--- src/rtl/seq_ctrl_pkg.sv ---
// Shared types for the 10011 detector sequencer: FSM states, default word width
// and the helper that sizes the serializer bit index.
package seq_ctrl_pkg;

  typedef enum logic [1:0] {
    IDLE  = 2'd0,
    LOAD  = 2'd1,
    SHIFT = 2'd2,
    DRAIN = 2'd3
  } state_t;

  localparam int DATA_W_DEF = 8;

  function automatic int bitIdxW(input int w);
    return (w > 1) ? $clog2(w) : 1;
  endfunction

endpackage

--- src/rtl/seq_bit_serializer.sv ---
// MSB-first word serializer: loads a word, shifts it left once per enabled clock
// and flags the cycle in which the last bit of the word is presented.
module seq_bit_serializer
  import seq_ctrl_pkg::*;
#(
  parameter int DATA_W = DATA_W_DEF
) (
  input  logic              clk,
  input  logic              rst,
  input  logic              i_load,
  input  logic              i_shift,
  input  logic [DATA_W-1:0] i_data,
  output logic              o_msb,
  output logic              o_last_bit
);

  localparam int IDX_W = bitIdxW(DATA_W);

  logic [DATA_W-1:0] r_shreg;
  logic [IDX_W-1:0]  r_bit_idx;

  // A load on the last bit of a word takes over from the shift, so back-to-back
  // words stream without a bubble.
  always_ff @(posedge clk or negedge rst) begin
    if (!rst) begin
      r_shreg   <= '0;
      r_bit_idx <= '0;
    end else if (i_load) begin
      r_shreg   <= i_data;
      r_bit_idx <= IDX_W'(DATA_W - 1);
    end else if (i_shift) begin
      r_shreg <= r_shreg << 1;
      if (r_bit_idx != '0) r_bit_idx <= r_bit_idx - IDX_W'(1);
    end
  end

  assign o_msb      = r_shreg[DATA_W-1];
  assign o_last_bit = (r_bit_idx == '0);

endmodule

--- src/rtl/seq_detect_ctrl.sv ---
// Sequencer for the 10011 serial detector: streams frame words bit-serially onto det_x,
// owns the detector reset, counts hits and raises irq. Optional: SEQ_CTRL_HIT_POS_EN.
module seq_detect_ctrl
  import seq_ctrl_pkg::*;
#(
  parameter int DATA_W      = DATA_W_DEF,
  parameter int FRAME_LEN_W = 8,
  parameter int CNT_W       = 16
) (
  input  logic                   clk,
  input  logic                   rst,
  input  logic                   start,
  input  logic                   abort,
  input  logic [FRAME_LEN_W-1:0] frame_len,
  input  logic                   in_valid,
  input  logic [DATA_W-1:0]      in_data,
  output logic                   in_ready,
  output logic                   det_x,
  output logic                   det_clr_n,
  input  logic                   det_z,
  output logic                   busy,
  output logic                   done,
  output logic                   err,
  input  logic [CNT_W-1:0]       irq_thresh,
  input  logic                   irq_clr,
  output logic [CNT_W-1:0]       hit_cnt,
  output logic                   irq
`ifdef SEQ_CTRL_HIT_POS_EN
  ,
  output logic [FRAME_LEN_W+$clog2(DATA_W)-1:0] last_hit_pos
`endif
);

  state_t                 r_state;
  logic [FRAME_LEN_W-1:0] r_words_left;
  logic                   r_det_clr_n;
  logic                   r_done;
  logic                   r_err;
  logic [CNT_W-1:0]       r_hit_cnt;
  logic                   r_irq;

  logic             w_msb;
  logic             w_last_bit;
  logic             w_hs;
  logic             w_start_ok;
  logic             w_count;
  logic [CNT_W-1:0] w_cnt_next;
  logic             w_irq_set;

  seq_bit_serializer #(.DATA_W(DATA_W)) u_ser (
    .clk        (clk),
    .rst        (rst),
    .i_load     (w_hs),
    .i_shift    (r_state == SHIFT),
    .i_data     (in_data),
    .o_msb      (w_msb),
    .o_last_bit (w_last_bit)
  );

  assign in_ready   = !abort && ((r_state == LOAD) ||
                      (r_state == SHIFT && w_last_bit && r_words_left != '0));
  assign w_hs       = in_valid && in_ready;
  assign w_start_ok = (r_state == IDLE) && start && !abort && (frame_len != '0);
  // z lags det_x by one clock, so DRAIN still has a hit to collect.
  assign w_count    = det_z && (r_state == SHIFT || r_state == DRAIN);
  assign w_cnt_next = (r_hit_cnt == '1) ? r_hit_cnt : r_hit_cnt + CNT_W'(1);
  assign w_irq_set  = w_count && (irq_thresh != '0) && (r_hit_cnt != '1) &&
                      (w_cnt_next == irq_thresh);

  always_ff @(posedge clk or negedge rst) begin
    if (!rst) begin
      r_state      <= IDLE;
      r_words_left <= '0;
      r_det_clr_n  <= 1'b0;
      r_done       <= 1'b0;
      r_err        <= 1'b0;
    end else begin
      r_done <= 1'b0;
      r_err  <= 1'b0;
      if (abort) begin
        r_state     <= IDLE;
        r_det_clr_n <= 1'b0;
      end else begin
        unique case (r_state)
          IDLE: begin
            r_det_clr_n <= 1'b0;
            if (w_start_ok) begin
              r_state      <= LOAD;
              r_words_left <= frame_len;
            end
          end
          LOAD: begin
            if (w_hs) begin
              r_state      <= SHIFT;
              r_words_left <= r_words_left - FRAME_LEN_W'(1);
              r_det_clr_n  <= 1'b1;
            end
          end
          SHIFT: begin
            if (w_last_bit) begin
              if (r_words_left == '0) begin
                r_state <= DRAIN;
              end else if (w_hs) begin
                r_words_left <= r_words_left - FRAME_LEN_W'(1);
              end else begin
                r_state     <= IDLE;
                r_err       <= 1'b1;
                r_det_clr_n <= 1'b0;
              end
            end
          end
          DRAIN: begin
            r_state     <= IDLE;
            r_done      <= 1'b1;
            r_det_clr_n <= 1'b0;
          end
          default: r_state <= IDLE;
        endcase
      end
    end
  end

  // A fresh irq set beats a same-cycle irq_clr.
  always_ff @(posedge clk or negedge rst) begin
    if (!rst) begin
      r_hit_cnt <= '0;
      r_irq     <= 1'b0;
    end else if (w_start_ok) begin
      r_hit_cnt <= '0;
      r_irq     <= 1'b0;
    end else begin
      if (w_count) r_hit_cnt <= w_cnt_next;
      if (w_irq_set) r_irq <= 1'b1;
      else if (irq_clr) r_irq <= 1'b0;
    end
  end

`ifdef SEQ_CTRL_HIT_POS_EN
  localparam int POS_W = FRAME_LEN_W + $clog2(DATA_W);

  logic [POS_W-1:0] r_bit_cnt;
  logic [POS_W-1:0] r_last_hit_pos;

  // r_bit_cnt holds the bits already sent, i.e. the 1-based index of the bit z refers to.
  always_ff @(posedge clk or negedge rst) begin
    if (!rst) begin
      r_bit_cnt      <= '0;
      r_last_hit_pos <= '0;
    end else if (w_start_ok) begin
      r_bit_cnt      <= '0;
      r_last_hit_pos <= '0;
    end else begin
      if (r_state == SHIFT) r_bit_cnt <= r_bit_cnt + POS_W'(1);
      if (w_count) r_last_hit_pos <= r_bit_cnt;
    end
  end

  assign last_hit_pos = r_last_hit_pos;
`endif

  assign det_x     = (r_state == SHIFT) && w_msb;
  assign det_clr_n = r_det_clr_n;
  assign busy      = (r_state != IDLE);
  assign done      = r_done;
  assign err       = r_err;
  assign hit_cnt   = r_hit_cnt;
  assign irq       = r_irq;

endmodule

--- config.mk ---
export PLATFORM = sky130hd
export DESIGN_NAME = seq_detect_ctrl
export DESIGN_NICKNAME = d
export VERILOG_FILES = /design/src/rtl/seq_ctrl_pkg.sv /design/src/rtl/seq_bit_serializer.sv /design/src/rtl/seq_detect_ctrl.sv
export SDC_FILE = /design/constraint.sdc
export NUM_CORES = 1
export LEC_CHECK = 0
export CORE_MARGIN = 3
export CORE_UTILIZATION = 65
export DETAILED_ROUTE_END_ITERATION = 7
export DONT_BUFFER_PORTS = 1
export GPL_TIMING_DRIVEN = 0
export HOLD_SLACK_MARGIN = 0.05
export PLACE_DENSITY = 0.83
export SETUP_SLACK_MARGIN = 0.02
export SLEW_MARGIN = 25
export SYNTH_ARGS = -nofsm -noshare
export SYNTH_HDL_FRONTEND = slang
export SYNTH_SLANG_ARGS = --single-unit
--- constraint.sdc ---
create_clock -name clk -period 5.21 [get_ports clk]
set_clock_uncertainty 0.1 [all_clocks]
set_input_delay 1.563 -clock clk [delete_from_list [all_inputs] [get_ports clk]]
set_output_delay 1.563 -clock clk [all_outputs]
set_load 0.01 [all_outputs]
==> flow_metrics.env <==
export IMPL_drc=0
export IMPL_synth_edf_count=0
export IMPL_drt_first_pass_iters=5
export IMPL_ir_worst_vdd_v=0.000321
export IMPL_crit_arrival_ns=2.13
export IMPL_multi_input_area_mm2=0.00176
export IMPL_seq_area_mm2=0.00103
export IMPL_ant_nets=0
export IMPL_worst_pin_slew_ns=0.712
export IMPL_netlist_area_mm2=0.00293
export IMPL_busiest_layer="met2"
export IMPL_critical_path_required_ns=3.55
export IMPL_synth_top_area_share_pct=35.0
export IMPL_drv_slew=0
export IMPL_antenna_found_initial=0
export IMPL_start_kind="register"
export IMPL_grt_use_met3_pct=7.02
export IMPL_floorplan_die_width_um=73.1
export IMPL_die_area_mm2=0.00535
export IMPL_ys_ff_latch=41
export IMPL_finalCritPeriodShare_pct=72.9
export IMPL_grt_max_degree=42
export IMPL_hold_viol=0
export IMPL_use_met1_pct=37.3
export IMPL_power_density_mw_per_mm2=413
export IMPL_async_flop_share_pct=100
export IMPL_outcome="completed"
export IMPL_max_freq_ghz=0.263
export IMPL_drt_vias_per_instance=6.58
export IMPL_ios=62
export IMPL_path_clk_slew_ns=0.08
export IMPL_nets=388
export IMPL_wirelength_um=7070
export IMPL_worstSetupPathType="reg -> out"
export IMPL_place_area_mm2=0.00299
export IMPL_cts_root_buf="clkbuf_8"
export IMPL_cp_slowest_stage_delay_ns=0.43
export IMPL_yosysSeqAreaShare_pct=35.0
export IMPL_core_area_mm2=0.00417
export IMPL_global_route_usage_met2_pct=42.6
export IMPL_cap_violations=0
export IMPL_diodes=0
export IMPL_yosys_area_top_type="dfrtp_1"
export IMPL_place_hpwl_um=5260
export IMPL_fillers=313
export IMPL_clkSinkCount=41
export IMPL_ys_top_cells_by_area="dfrtp_1 (35%), xnor2_1 (6.0%), nor2_1 (4.7%), a21oi_1 (4.4%), ha_1 (3.8%)"
export IMPL_row_count=23
export IMPL_grt_setup_unrepaired="no"
export IMPL_syn_nets=381
export IMPL_cts_buffers=5
export IMPL_routedWlPerCell_um=18.1
export IMPL_grt_first_pass_wirelength_um=11500
export IMPL_cp_cell_sequence="inv_1 -> ha_1 -> or3b_4 -> nor4_4 -> nor2_1 -> a21oi_1 -> nor2_1"
export IMPL_final_area_mm2=0.00312
export IMPL_num_vias=2572
export IMPL_clk_path_buf_depth=2
export IMPL_cts_setup_buffers=0
export IMPL_p_leak_uw=0.00125
export IMPL_start_util_pct=70.2
export IMPL_grt_pass1_vias=2441
export IMPL_worst_path_max_delay_cell="or3b_4"
export IMPL_insertion_delay_ns=0.29
export IMPL_drt_iter0_markers=260
export IMPL_end_kind="output pin"
export IMPL_die_y_um=73.1
export IMPL_synthDistinctLibCells=59
export IMPL_setup_viol=0
export IMPL_synth_cells=333
export IMPL_drive_gt1_share_pct=10.3
export IMPL_path_common_cell="nor2_1"
export IMPL_area_delta_synth_final_pct=6.71
export IMPL_synthFlopType="dfrtp_1"
export IMPL_hold_path_class="reg -> reg"
export IMPL_grt_total_usage_pct=27.2
export IMPL_tns_ns=0
export IMPL_syn_avg_cell_area_um2=8.79
export IMPL_yosysWarnings=0
export IMPL_io_buffers=0
export IMPL_cts_tree="built"
export IMPL_mostFrequentLayoutCells="dfrtp_1 (41), nor2_1 (37), a21oi_1 (26), nand2_1 (22), xnor2_1 (20)"
export IMPL_gp_congestion=0.933
export IMPL_grt_overflow=0
export IMPL_cts_resized=0
export IMPL_critPathMaxFanout=6
export IMPL_relSlewSlack_pct=52.3
export IMPL_post_route_min_period_ns=3.80
export IMPL_layout_commonest_cell="dfrtp_1"
export IMPL_h_tree_depth=2
export IMPL_postCtsHoldBufs=0
-- registers in the layout, indices dropped and copies added (netlist names) --
signal and cells:
err 1, done 1, hit_cnt 16, u_ser.r_bit_idx 3, irq 1, r_state 2
u_ser.r_shreg 8, r_words_left 8, det_clr_n 1
-- critical path, delay by kind of cell, from the launching register on --
family | cells | cell delay, ns
AO/OA/AOI/OAI | 1 | 0.16
AND/OR/NAND/NOR | 4 | 1.01
adder cells (fa/ha/maj) | 1 | 0.19
buffers and inverters | 1 | 0.07
flip-flops | 1 | 0.41
-- Yosys cell counts (2+ instances only) --
| cell type | number |
|---|---|
| dfrtp_1 | 41 |
| a311oi_1 | 2 |
| buf_2 | 7 |
| nand2_1 | 22 |
| nand3_2 | 2 |
| nor4_2 | 2 |
| or3b_1 | 2 |
| clkbuf_1 | 4 |
| a31oi_1 | 6 |
| a21oi_1 | 26 |
| and3_1 | 3 |
| nand2b_1 | 5 |
| nor3_1 | 9 |
| nand4_1 | 7 |
| nand3_1 | 11 |
| nand4_2 | 2 |
| a21o_1 | 2 |
| a2111oi_0 | 2 |
| nor4_4 | 2 |
| xor2_1 | 8 |
| o22a_1 | 11 |
| or3_1 | 6 |
| mux2i_1 | 8 |
| buf_6 | 2 |
| nand3b_1 | 2 |
| ha_1 | 9 |
| nor2_1 | 37 |
| nor4_1 | 10 |
| nor2b_1 | 3 |
| o21ai_0 | 11 |
| inv_1 | 14 |
| and4_1 | 3 |
| a211oi_1 | 6 |
| xnor2_1 | 20 |
| o21ai_1 | 2 |
-- area by class of cell --
class | count | share of cell area, %
Clock buffer | 5 | 2.20
Sequential cell | 41 | 32.8
Inverter | 15 | 1.80
Tap cell | 50 | 2.00
Buffer | 16 | 2.84
Clock inverter | 3 | 2.08
Multi-Input combinational cell | 261 | 56.2
-- metal layers --
layer  vias to the layer above  wire length, um
met2                       110             3270
met3                         9              673
met5                         -                0
li1                       1224                -
met4                         0               65
met1                      1229             3050
-- through the flow --
step / power [uW] / std cells / util (%) / worst slack [ns] / hold slack (ns)
floorplan: 876 / 333 / - / 1.62 / 0.361
global placement: 961 / 383 / 71.7 / 1.49 / 0.386
detailed placement: 982 / 383 / 71.7 / 1.51 / 0.395
CTS: 1290 / 391 / 74.9 / 1.41 / 0.413
global route: 1370 / 391 / 74.9 / 1.30 / 0.439
finish: 1290 / 391 / 74.9 / 1.41 / 0.410
-- logic make-up after synthesis --
logic type / count (synthesis) / synth area share (%)
AO/OA/AOI/OAI: 79 / 18.0
XOR/XNOR: 28 / 8.38
adder cells (fa/ha/maj): 9 / 3.85
buffers and inverters: 31 / 4.96
flip-flops: 41 / 35.0
multiplexers: 9 / 3.25
AND/OR/NAND/NOR: 136 / 26.5
-- final timing paths --
kind | start | to | slack, ns | cells past startpoint
worst max-delay path | r_words_left[0]$_DFFE_PN0P_ | in_ready | 1.41 | 7
worst min-delay path | r_words_left[1]$_DFFE_PN0P_ | r_words_left[1]$_DFFE_PN0P_ | 0.41 | 2
worst max register to register | hit_cnt[0]$_DFFE_PN0P_ | irq$_DFFE_PN0P_ | 2.22 | 9
worst min register to register | r_words_left[1]$_DFFE_PN0P_ | r_words_left[1]$_DFFE_PN0P_ | 0.41 | 2
max in group asynchronous | rst | r_words_left[0]$_DFFE_PN0P_ | 4.07 | 0
min in group asynchronous | rst | hit_cnt[9]$_DFFE_PN0P_ | 0.86 | 0
-- power breakdown --
part	internal [uW]	total (uW)	switching (uW)
combinational	213	497	284
sequential	406	486	80.8
clock	190	306	115
total	809	1290	480
(Power assumes the default switching activity.)
==> variant 1, RTL diff (same flow settings) <==
Build with the macro `SEQ_CTRL_HIT_POS_EN` defined.
--- a/src/rtl/seq_detect_ctrl.sv
+++ b/src/rtl/seq_detect_ctrl.sv
@@ -2,2 +2,4 @@
 // owns the detector reset, counts hits and raises irq. Optional: SEQ_CTRL_HIT_POS_EN.
+`define SEQ_CTRL_HIT_POS_EN
+
 module seq_detect_ctrl
Behaviour (old outputs only; new: last_hit_pos): unchanged (equiv_simple and equiv_induct, registers matched by name and starting in step).
==> variant 1 against the original RTL <==
Critical path depth fell by 2. Routed wire length up 28%. Total power increased by 38%. Cell area grew 32%. Sequential cell count up 22. Core utilization decreased by 0.87 points. Area after synthesis grew 30%. Combinational power rose by 21%. Worst setup slack got worse by 0.32 ns. Critical path type unchanged.
==> variant 1: results (changes against the original RTL) <==
Placement
  • IO buf count: 0 (unchanged)
  • Placer Congestion: 0.921 (-1.3%)
  • Cell Area, Placed: 3900 µm² (+30%)
  • Worst slack at placement: 1.48 ns (-0.0294 ns)
  • DP Cell Count: 508 (+33%)
  • DP HPWL: 6400 µm (+22%)

Final layout
  • Fill cell count: 435 (+39%)
  • Nets: 496 (+28%)
  • Max reg flops: 16 (unchanged)
  • Share of cells above drive strength 1: 7.08% (-3.2 points)

Clock tree
  • CTS resizes: 0 (unchanged)
  • H-tree levels: 3 (+1)
  • TritonCTS Buffers: 9 (+4)
  • Clock Latency Late Sink: 0.34 ns (+0.05 ns)
  • Max Root-Sink Buffers: 2 (unchanged)
  • Post-CTS Setup Bufs: 0 (unchanged)
  • Clock transition at the registers of the reported paths: roughly 0.07 ns

GRT
  • Maximum number of pins on one net before global-route repair: 64 (+52%)
  • Vias in the first global route: 3085 (+26%)
  • Met1 Use GR: 36.8% (-0.55 points)
  • First-pass GRT wire length: 14600 µm (+27%)
  • GR Util met3: 7.70% (+0.68 points)
  • Total GRT Usage: 28.1% (+0.93 points)
  • Met2 Use GR: 44.8% (+2.2 points)

Route
  • Met3 WL: 751 µm (+12%)
  • Vias: 3304 (+28%)
  • Drt total wl: 9010 µm (+28%)
  • Routed wl met2: 4290 µm (+31%)
  • 1st-pass router iterations: 5 (unchanged)
  • Drt first-iter violations: 277 (+6.5%)
  • Max layer used: met4
  • Drt via density: 6.31 (-4.1%)
  • Wl on met1: 3850 µm (+26%)

Critical path
  • Critical path arrival: 2.45 ns (+0.32 ns)
  • Worst-path fanout max: 10 (+4)

Yosys
  • Cells after synthesis: 436 (+31%)
  • Synth Flop Type: dfrtp_1
  • Synth cell types: 50 (-15%)
  • Synth top cells by count: dfrtp_1 (63), nand2_1 (58), nor2_1 (46)
  • Synth area leaders: dfrtp_1 (41%), nand2_1 (5.7%), nor2_1 (4.5%)
  • Syn. warnings: 0 (unchanged)
  • Post-Syn Nets: 485 (+27%)
  • Post-synthesis sequential area ratio: 41.4% (+6.4 points)

Hold path
  • Hold crit path type: flip-flop to flip-flop

Timing
  • Worst-Margin Slew: 0.942 ns (+0.230 ns)

Pwr
  • Worst VDD drop: 337 µV (+5.0%)
  • P_leak: 1.68 nW (+35%)
  • Sw Ratio: 37.5% (+0.28 points)

Outcome
  • Status: finished clean
## variant 1: cell types whose count changed after synthesis, moves of 9 or more
cell / delta
clkbuf_1: +9
dfrtp_1: +22
nand2_1: +36
nor2_1: +9
o21ai_0: +11
xor2_1: +9
## variant 1: logic make-up (layout without fill, tap and decap cells)
kind of cell    Yosys count  count (layout)  share of synthesized area, %
fa+ha+maj                10              10                          3.29
mux                      13              13                          3.42
compound gates           95              95                          15.9
xor+xnor                 34              34                          7.82
buf+inv                  36              52                          4.14
flops                    63              63                          41.4
simple gates            185             185                          24.1
## variant 1: worst max-delay path, stage by stage, from the launching register on
cell	delay, ns
dfrtp_1	0.44
inv_1	0.14
ha_1	0.30
clkbuf_1	0.41
clkbuf_1	0.55
and2_1	0.28
## variant 1: final timing paths
path                                    start  slack (ns)            endpoint  cells after the start
max                                r_state[0]        1.10               det_x                      5
min                        u_ser.r_bit_idx[1]        0.40  u_ser.r_bit_idx[1]                      1
min reg2reg                u_ser.r_bit_idx[1]        0.40  u_ser.r_bit_idx[1]                      1
min in group asynchronous                 rst        0.81                 irq                      0
max reg2reg                        r_state[0]        2.26          hit_cnt[7]                      7
max in group asynchronous                 rst        4.09     r_words_left[1]                      0
## variant 1: layout make-up
class	instances	area, µm²	area share [%]
multi-input cells	337	2080	50.4
flip-flops and latches	63	1580	38.2
clock buffers	11	141	3.43
plain buffers	23	109	2.64
well taps	72	90.1	2.18
clock inverters	5	81.3	1.97
inverters	13	48.8	1.18
## variant 1: power by group through the flow
stage	logic [mW]	clock network, mW	registers [mW]
final	0.602	0.484	0.698
after global routing	0.680	0.514	0.714
after CTS	0.597	0.489	0.696
after detailed placement	0.590	0	0.705
after global placement	0.570	0	0.699
after floorplan	0.477	0	0.680
==> variant 2, RTL diff (same flow settings) <==
Made on the original files. Register the input `irq_clr` before use. The logic sees it one clock later. The other inputs are not delayed to match. Comments in the files are not updated.
--- a/src/rtl/seq_detect_ctrl.sv
+++ b/src/rtl/seq_detect_ctrl.sv
@@ -32,2 +32,8 @@
 );
+
+  logic irq_clr_q;
+
+  always_ff @(posedge clk) begin
+    irq_clr_q <= irq_clr;
+  end
 
@@ -133,3 +139,3 @@
       if (w_irq_set) r_irq <= 1'b1;
-      else if (irq_clr) r_irq <= 1'b0;
+      else if (irq_clr_q) r_irq <= 1'b0;
     end
Behaviour: not the same (a bounded check fails within 10 cycles, from zero or initial values and one cycle with rst low).
==> variant 2 against the original RTL <==
Total power shrank 9.0%. Area after synthesis is 2.7% higher. Hold slack lost 0.0082 ns. Fmax decreased by 1.8%. First-iteration DRC count is 27% lower. Global-route usage is 0.67 points lower. Cell area increased by 1.2%. Worst setup slack worse by 0.069 ns. Routed wire length is 2.6% higher. Sequential cell count rose by 1.
==> variant 2: results (changes against the original RTL) <==
Outcome
  • Status: finished clean

Critical path
  • Slowest stage delay, CP: 0.50 ns (+0.07 ns)
  • CP max stage cell: buf_1
  • Worst-path fanout max: 10 (+4)
  • Critical path's top delay family: buffers and inverters
  • Critical path arrival: 2.20 ns (+0.07 ns)

Yosys
  • Post-synthesis sequential area ratio: 34.8% (-0.27 points)
  • Synth Area in Adders: 3.74% (-0.10 points)
  • Post-Syn Nets: 401 (+5.2%)
  • Mux cell area share after synthesis: 2.70% (-0.54 points)
  • Synth Area in Compound Gates: 18.2% (+0.14 points)
  • Synth Area per Inst: 8.52 µm² (-3.1%)

Route
  • Drt via density: 6.54 (-0.50%)
  • Drt first-iter violations: 190 (-27%)
  • Drt total wl: 7250 µm (+2.6%)

Placement
  • Worst slack at placement: 1.55 ns (+0.0453 ns)
  • DP Cell Count: 405 (+5.7%)
  • DP HPWL: 5310 µm (+0.94%)
  • Cell Area, Placed: 3070 µm² (+2.8%)
  • Placer Congestion: 0.877 (-6.1%)

Final layout
  • Fill cell count: 352 (+12%)
  • Share of cells above drive strength 1: 10.8% (+0.54 points)

Timing
  • Relative slew slack: 41.9% (-10 points)

Hold path
  • Hold path startpoint: irq_clr_q

GRT
  • Vias in the first global route: 2398 (-1.8%)

Pwr
  • P_leak: 1.25 nW (about the same)
## variant 2: cell types whose count changed after synthesis, moves of 4 or more
cell / delta
xnor2_1: -7
o21ai_0: +10
o22a_1: -8
a211oi_1: -5
nand2b_1: +4
buf_2: +4
o2111ai_1: +4
xor2_1: +4
nand2_1: +6
## variant 2: logic make-up (layout without fill, tap and decap cells)
group | after synthesis | in the layout
AOI/OAI and AO/OA | 86 | 86
adders and majority gates | 9 | 9
xor gates and xnor gates | 25 | 25
buffers and inverters | 32 | 40
muxes | 8 | 8
DFF | 42 | 42
and+or+nand+nor | 151 | 151
## variant 2: worst register-to-register path, cell delays in order (launching register included)
cell       delay [ns]
dfrtp_1          0.55
ha_1             0.20
buf_2            0.19
nand4_2          0.17
nor4_4           0.44
nor2_1           0.12
xnor2_1          0.15
a2111oi_0        0.64
o2111ai_1        0.22
o31ai_1          0.28
## variant 2: worst max path at each step
| stage | from | endpoint | slack [ns] |
|---|---|---|---|
| CTS | r_state[0] | in_ready | 1.35 |
| global route | r_state[0] | in_ready | 1.17 |
| detailed placement | abort | in_ready | 1.55 |
| floorplan | abort | in_ready | 1.63 |
| finish | r_state[0] | in_ready | 1.34 |
| global placement | abort | in_ready | 1.54 |
## variant 2: area by class of cell
| class | instances | share of cell area, % |
|---|---|---|
| multi-input cells | 279 | 57.5 |
| flip-flops and latches | 42 | 33.1 |
| plain buffers | 20 | 3.13 |
| clock buffers | 5 | 2.18 |
| well taps | 52 | 2.06 |
| inverters | 12 | 1.42 |
| clock inverters | 3 | 0.672 |
## variant 2: stage by stage
step | total power [mW] | hold slack (ns) | utilization, %
after global placement | 0.933 | 0.383 | 69.6
after detailed placement | 0.958 | 0.392 | 69.6
after floorplan | 0.851 | 0.363 | -
final | 1.17 | 0.402 | 71.7
after CTS | 1.18 | 0.405 | 71.7
after global routing | 1.26 | 0.426 | 71.7
## variant 2: where the power goes
part | total (mW) | leakage (nW) | internal [mW] | switching [mW]
Combinational | 0.469 | 0.681 | 0.190 | 0.279
Sequential | 0.489 | 0.524 | 0.410 | 0.0793
Clock | 0.214 | 0.0441 | 0.0942 | 0.120
Total | 1.17 | 1.25 | 0.695 | 0.478
## variant 2: routing by layer
layer	vias up	part of all wire [%]	track usage [%]	wire length, µm
li1	1299	-	-	-
met1	1281	43	35.2	3090
met2	115	48	42.9	3490
met3	8	8.2	6.49	596
met4	0	1.1	7.85	78
met5	-	0	0	0
